<file path="src/rtl/sync_fifo_flags.sv">
// Single-clock FIFO with fill level, almost-full/empty thresholds, sticky
// overflow/underflow, synchronous flush and optional first-word-fall-through read.
module sync_fifo_flags #(
  parameter int DATASIZE        = 8,
  parameter int ADDRSIZE        = 4,
  parameter int ALMOST_FULL_TH  = 14,
  parameter int ALMOST_EMPTY_TH = 2,
  parameter int FWFT            = 0
) (
  input  logic                clk,
  input  logic                reset_n,
  input  logic                flush,
  input  logic                write_enable,
  input  logic [DATASIZE-1:0] write_data,
  input  logic                read_enable,
  output logic [DATASIZE-1:0] read_data,
  output logic                write_full,
  output logic                read_empty,
  output logic                almost_full,
  output logic                almost_empty,
  output logic [ADDRSIZE:0]   fill_count,
  output logic                overflow,
  output logic                underflow
);

  localparam int DEPTH = 1 << ADDRSIZE;
  localparam logic [ADDRSIZE:0] DEPTH_C = (ADDRSIZE+1)'(DEPTH);
  localparam logic [ADDRSIZE:0] ONE_C   = (ADDRSIZE+1)'(1);
  localparam logic [ADDRSIZE:0] AF_TH   = (ADDRSIZE+1)'(ALMOST_FULL_TH);
  localparam logic [ADDRSIZE:0] AE_TH   = (ADDRSIZE+1)'(ALMOST_EMPTY_TH);

  logic [DATASIZE-1:0] mem_q [DEPTH];
  logic [ADDRSIZE:0]   wptr_q, wptr_d, rptr_q, rptr_d, count_q, count_d;
  logic                ovf_q, ovf_d, unf_q, unf_d;
  logic                wr_acc, rd_acc;
  logic [ADDRSIZE-1:0] waddr, raddr;

  assign waddr = wptr_q[ADDRSIZE-1:0];
  assign raddr = rptr_q[ADDRSIZE-1:0];

  // Status is decoded from registered count only, never from the enables.
  assign fill_count   = count_q;
  assign write_full   = (count_q == DEPTH_C);
  assign read_empty   = (count_q == '0);
  assign almost_full  = (count_q >= AF_TH);
  assign almost_empty = (count_q <= AE_TH);
  assign overflow     = ovf_q;
  assign underflow    = unf_q;

  assign wr_acc = write_enable & ~write_full & ~flush;
  assign rd_acc = read_enable & ~read_empty & ~flush;

  always_comb begin
    wptr_d  = wptr_q;
    rptr_d  = rptr_q;
    count_d = count_q;
    ovf_d   = ovf_q;
    unf_d   = unf_q;
    if (flush) begin
      wptr_d  = '0;
      rptr_d  = '0;
      count_d = '0;
      ovf_d   = 1'b0;
      unf_d   = 1'b0;
    end else begin
      if (wr_acc) wptr_d = wptr_q + ONE_C;
      if (rd_acc) rptr_d = rptr_q + ONE_C;
      case ({wr_acc, rd_acc})
        2'b10:   count_d = count_q + ONE_C;
        2'b01:   count_d = count_q - ONE_C;
        default: count_d = count_q;
      endcase
      ovf_d = ovf_q | (write_enable & write_full);
      unf_d = unf_q | (read_enable & read_empty);
    end
  end

  always_ff @(posedge clk or negedge reset_n) begin
    if (!reset_n) begin
      wptr_q  <= '0;
      rptr_q  <= '0;
      count_q <= '0;
      ovf_q   <= 1'b0;
      unf_q   <= 1'b0;
    end else begin
      wptr_q  <= wptr_d;
      rptr_q  <= rptr_d;
      count_q <= count_d;
      ovf_q   <= ovf_d;
      unf_q   <= unf_d;
    end
  end

  // Storage has no reset; contents are only meaningful between pointers.
  always_ff @(posedge clk) begin
    if (wr_acc) mem_q[waddr] <= write_data;
  end

  generate
    if (FWFT != 0) begin : g_fwft
      assign read_data = mem_q[raddr];
    end else begin : g_reg
      logic [DATASIZE-1:0] rdata_q;
      always_ff @(posedge clk or negedge reset_n) begin
        if (!reset_n)    rdata_q <= '0;
        else if (rd_acc) rdata_q <= mem_q[raddr];
      end
      assign read_data = rdata_q;
    end
  endgenerate

endmodule

</file>
<file path="config.mk">
export PLATFORM = sky130hd
export DESIGN_NAME = sync_fifo_flags
export DESIGN_NICKNAME = d
export VERILOG_FILES = /design/src/rtl/sync_fifo_flags.sv
export SDC_FILE = /design/constraint.sdc
export NUM_CORES = 1
export LEC_CHECK = 0
export BUFFER_PORTS_ARGS = -buffer_cell sky130_fd_sc_hd__buf_2
export CAP_MARGIN = 10
export CORE_MARGIN = 2
export CORE_UTILIZATION = 65
export DETAILED_ROUTE_END_ITERATION = 12
export GPL_TIMING_DRIVEN = 1
export PLACE_DENSITY = 0.84
export SYNTH_ARGS = -nofsm -noshare
export SYNTH_HDL_FRONTEND = slang
export SYNTH_SLANG_ARGS = --single-unit
</file>
<file path="constraint.sdc">
create_clock -name clk -period 6.55 [get_ports clk]
set_input_delay 0.655 -clock clk [delete_from_list [all_inputs] [get_ports clk]]
set_output_delay 0.655 -clock clk [all_outputs]
set_load 0.05 [all_outputs]
</file>
==> metrics.md <==
| Metric | Value |
|---|---|
| Core area | between 9000 and 10000 um2 |
| Vias in the first global route | 3281 |
| Min Clock Period, post-route | approximately 2.8 ns |
| Worst setup path class | reg2reg |
| Syn Nets | 344 |
| Clock Pin Slew Worst Setup and Hold Paths | 0.06 ns |
| Fin area | 7078 um2 |
| Post-DP HPWL | 7536 um |
| First-pass GRT wire length | 19490 um |
| Fill cells | 503 |
| Max Cap Viol | 0 |
| Antenna Cells | 0 |
| Pleak | ~2.4 nW |
| Fin. Hold Viols | 0 |
| I/O Pins | 32 |
| DRC viols | 0 |
| Post-synthesis sequential area ratio | 71.18% |
| Mapped cell area | 6208 um2 |
| DR WL met2 | 6379 um |
| Met1 WL | 5142 um |
| Setup crit start kind | register |
| Req. time, crit path | 6.98 ns |
| Hold buffers post-CTS | 0 |
| Power per cell area | 394.0 nW/um2 |
| Relative slew slack | 27.12% |
| Worst-path fanout max | 10 |
| Fin Clk Skew | 0.01470 ns |
| Post-synth EDFFs | between 100 and 150 |
| Yosys warns | 0 |
| Initial antenna violation count | 0 |
| First-pass DRT Iterations | 7 |
| RSZ-0062 raised after global routing | false |
| Post-CTS Resized | 0 |
| Grt ovf | 0 |
| Multi-input logic area | 1713 um2 |
| CTS root buf | clkbuf_8 |
| Worst path bufs/invs | 0 |
| Wire length on met3 | ~1000 um |
| Fin. max-slew vios | 0 |
| Area grow syn2layout | 14.01% |
| Port buffer count | 31 |
| Final ANT Viol Nets | 0 |
| CTS Buffer Depth | 2 |
| GP Congestion | 0.7978 |
| Die Y | 101.7 um |
| DP Area | 6510 um2 |
| Routed vias/inst | roughly 6.4 |
| Post-synth cell types | between 40 and 50 |
| CTS HTree Levels | 4 |
| Post-CTS setup buffer count | 0 |
| Cells after Synth | 324 |
| Worst vdd ir | 382.3 uV |
| Final wirelength | roughly 13000 um |
| Fmax achieved | 0.3543 GHz |
| Synthesis-stage register bit count | around 150 |
| CTS sink cnt | 151 |
| Worst skew pair latency | 0.52 ns |
| Run status | finished, final reports clean |
| CP max-delay cell | dfrtp_1 |
| Hold/Removal Path Class | in2async |
| Worst-margin pin slew | 1.087 ns |
| FF+latch area | ~4400 um2 |
| Overall Global Routing Usage | approximately 28% |
| Async SR Flop Fraction | 15.23% |
| CP cell instances | nor4_4 -> mux2i_4 -> xor2_1 -> ha_1 -> o31ai_1 -> a21oi_1 -> o21a_1 -> or4_1 -> a21oi_1 |
| Vias after detailed routing | 3256 |
| Initial drt markers | 395 |
| TNS Setup | 0 ns |
| Top Layer Used | met4 |
| Row count | 35 |
| Drt wl/cell | 25.47 um |
| Family with the most delay on the worst path | simple AND/OR/NAND/NOR gates |
| Setup ws final | roughly 3.7 ns |
| Worst path arrival time | about 3.3 ns |
| Die width | 101.7 um |
| Pre-CTS setup slack | 3.509 ns |
| Crit end category | register |
| Die ar. | 10350 um2 |
| Initial Util | between 60 and 70% |
| Clock buffer count from CTS | 17 |
| Worst path max stage delay | 0.50 ns |
| Syn_area_per_cell | 19.16 um2 |
| Setup violations, final | 0 |
| Ratio of cells with drive above 1 in the final layout | 34.04% |
| Largest net degree at the start of global routing | 33 |
| Main synth FF type | edfxtp_1 |
| Final period utilization | 43.09% |
| CTS tree | done |
| Fin nets | 383 |
| Most common cell on crit path | a21oi_1 |
[area by class of cell]
class                           count  area share, %
Timing Repair Buffer               38          2.934
Tap cell                          129          2.280
Clock inverter                     15          2.174
Clock buffer                       17          5.851
Inverter                            2         0.1061
Multi-Input combinational cell    153          24.20
Sequential cell                   151          62.45
[state kept, by name, summed over array words and instances (netlist names)]
register	flops
fill_count	5
mem_q	128
overflow	1
read_data	8
rptr_q	4
underflow	1
wptr_q	4
[logic make-up (layout without fill, tap and decap cells)]
| logic type | count (synthesis) | in the layout | share of synthesized area, % |
|---|---|---|---|
| and+or+nand+nor | 67 | 67 | 5.864 |
| xor gates and xnor gates | 7 | 7 | 0.9875 |
| DFF | 151 | 151 | 71.18 |
| buffers and inverters | 20 | 72 | 1.572 |
| AOI/OAI and AO/OA | 22 | 22 | 2.499 |
| adders and majority gates | 7 | 7 | 1.411 |
| muxes | 50 | 50 | 16.49 |
[path summary, 6_finish.rpt]
| kind | startpoint | end | slack [ns] | depth (start not counted) |
|---|---|---|---|---|
| max in group asynchronous | reset_n | rptr_q[0] | 5.98 | 1 |
| min reg2reg | underflow | underflow | 0.50 | 2 |
| max reg2reg | fill_count[1] | fill_count[4] | 3.73 | 9 |
| min | reset_n | read_data[3] | 0.14 | 1 |
| min in group clk | write_enable | overflow | 0.48 | 3 |
| max | fill_count[1] | fill_count[4] | 3.73 | 9 |
[Yosys cell counts (3+ instances only)]
cell type / count / area, um2
dfrtp_1: 23 / 575.6
o21ai_0: 4 / 20.02
clkbuf_1: 9 / 33.78
nor3_1: 12 / 60.06
nand2b_1: 3 / 18.77
mux4_2: 40 / 900.9
nor2_1: 20 / 75.07
buf_4: 3 / 22.52
xor2_1: 5 / 43.79
edfxtp_1: 128 / 3844
a21oi_1: 8 / 40.04
nand2_1: 9 / 33.78
mux2_2: 8 / 90.09
ha_1: 7 / 87.58
buf_2: 3 / 15.01
[cells in the final DEF, fill, tap and decap left out, types with 3 or more instances in the layout]
master      Yosys  layout
edfxtp_1      128     128
mux4_2         40      40
buf_2           3      31
dfrtp_1        23      22
nor2_1         20      20
clkbuf_16       0      16
nand2_1         9       9
nor3_1         12       9
a21oi_1         8       8
mux2_2          8       8
ha_1            7       7
buf_4           3       7
xor2_1          5       5
o21ai_0         4       4
clkinvlp_4      0       4
clkinv_4        0       4
nand2b_1        3       3
nor3_2          0       3
clkinv_1        0       3
[worst reg2reg max path, delay by kind of cell (launching register included)]
| kind | cells | cell delay, ns |
|---|---|---|
| multiplexers | 1 | 0.36 |
| flip-flops | 1 | 0.50 |
| XOR/XNOR | 1 | 0.10 |
| AND/OR/NAND/NOR | 2 | 0.90 |
| adder cells (fa/ha/maj) | 1 | 0.23 |
| AO/OA/AOI/OAI | 4 | 0.66 |
[where the power goes]
group,switching [mW],total (mW),internal (mW)
registers,0.0784,1.18,1.10
clock network,0.384,0.926,0.542
logic,0.407,0.687,0.281
total,0.869,2.79,1.92
[per-layer routing]
layer / up-vias / track usage (%)
met5: - / 0
met4: 0 / 9.875
met3: 31 / 6.694
met2: 189 / 42.31
met1: 1651 / 39.43
li1: 1385 / -
[metrics by stage]
step / hold slack, ns / power, mW / std cells / utilization [%]
floorplan: 0.3594 / 1.740 / 324 / -
global placement: 0.4827 / 1.873 / 473 / 70.45
detailed placement: 0.4887 / 1.888 / 473 / 70.45
CTS: 0.1419 / 2.805 / 505 / 76.60
global route: 0.1583 / 2.896 / 505 / 76.60
finish: 0.1399 / 2.788 / 505 / 76.60
Power figures use the tool's default switching activity.
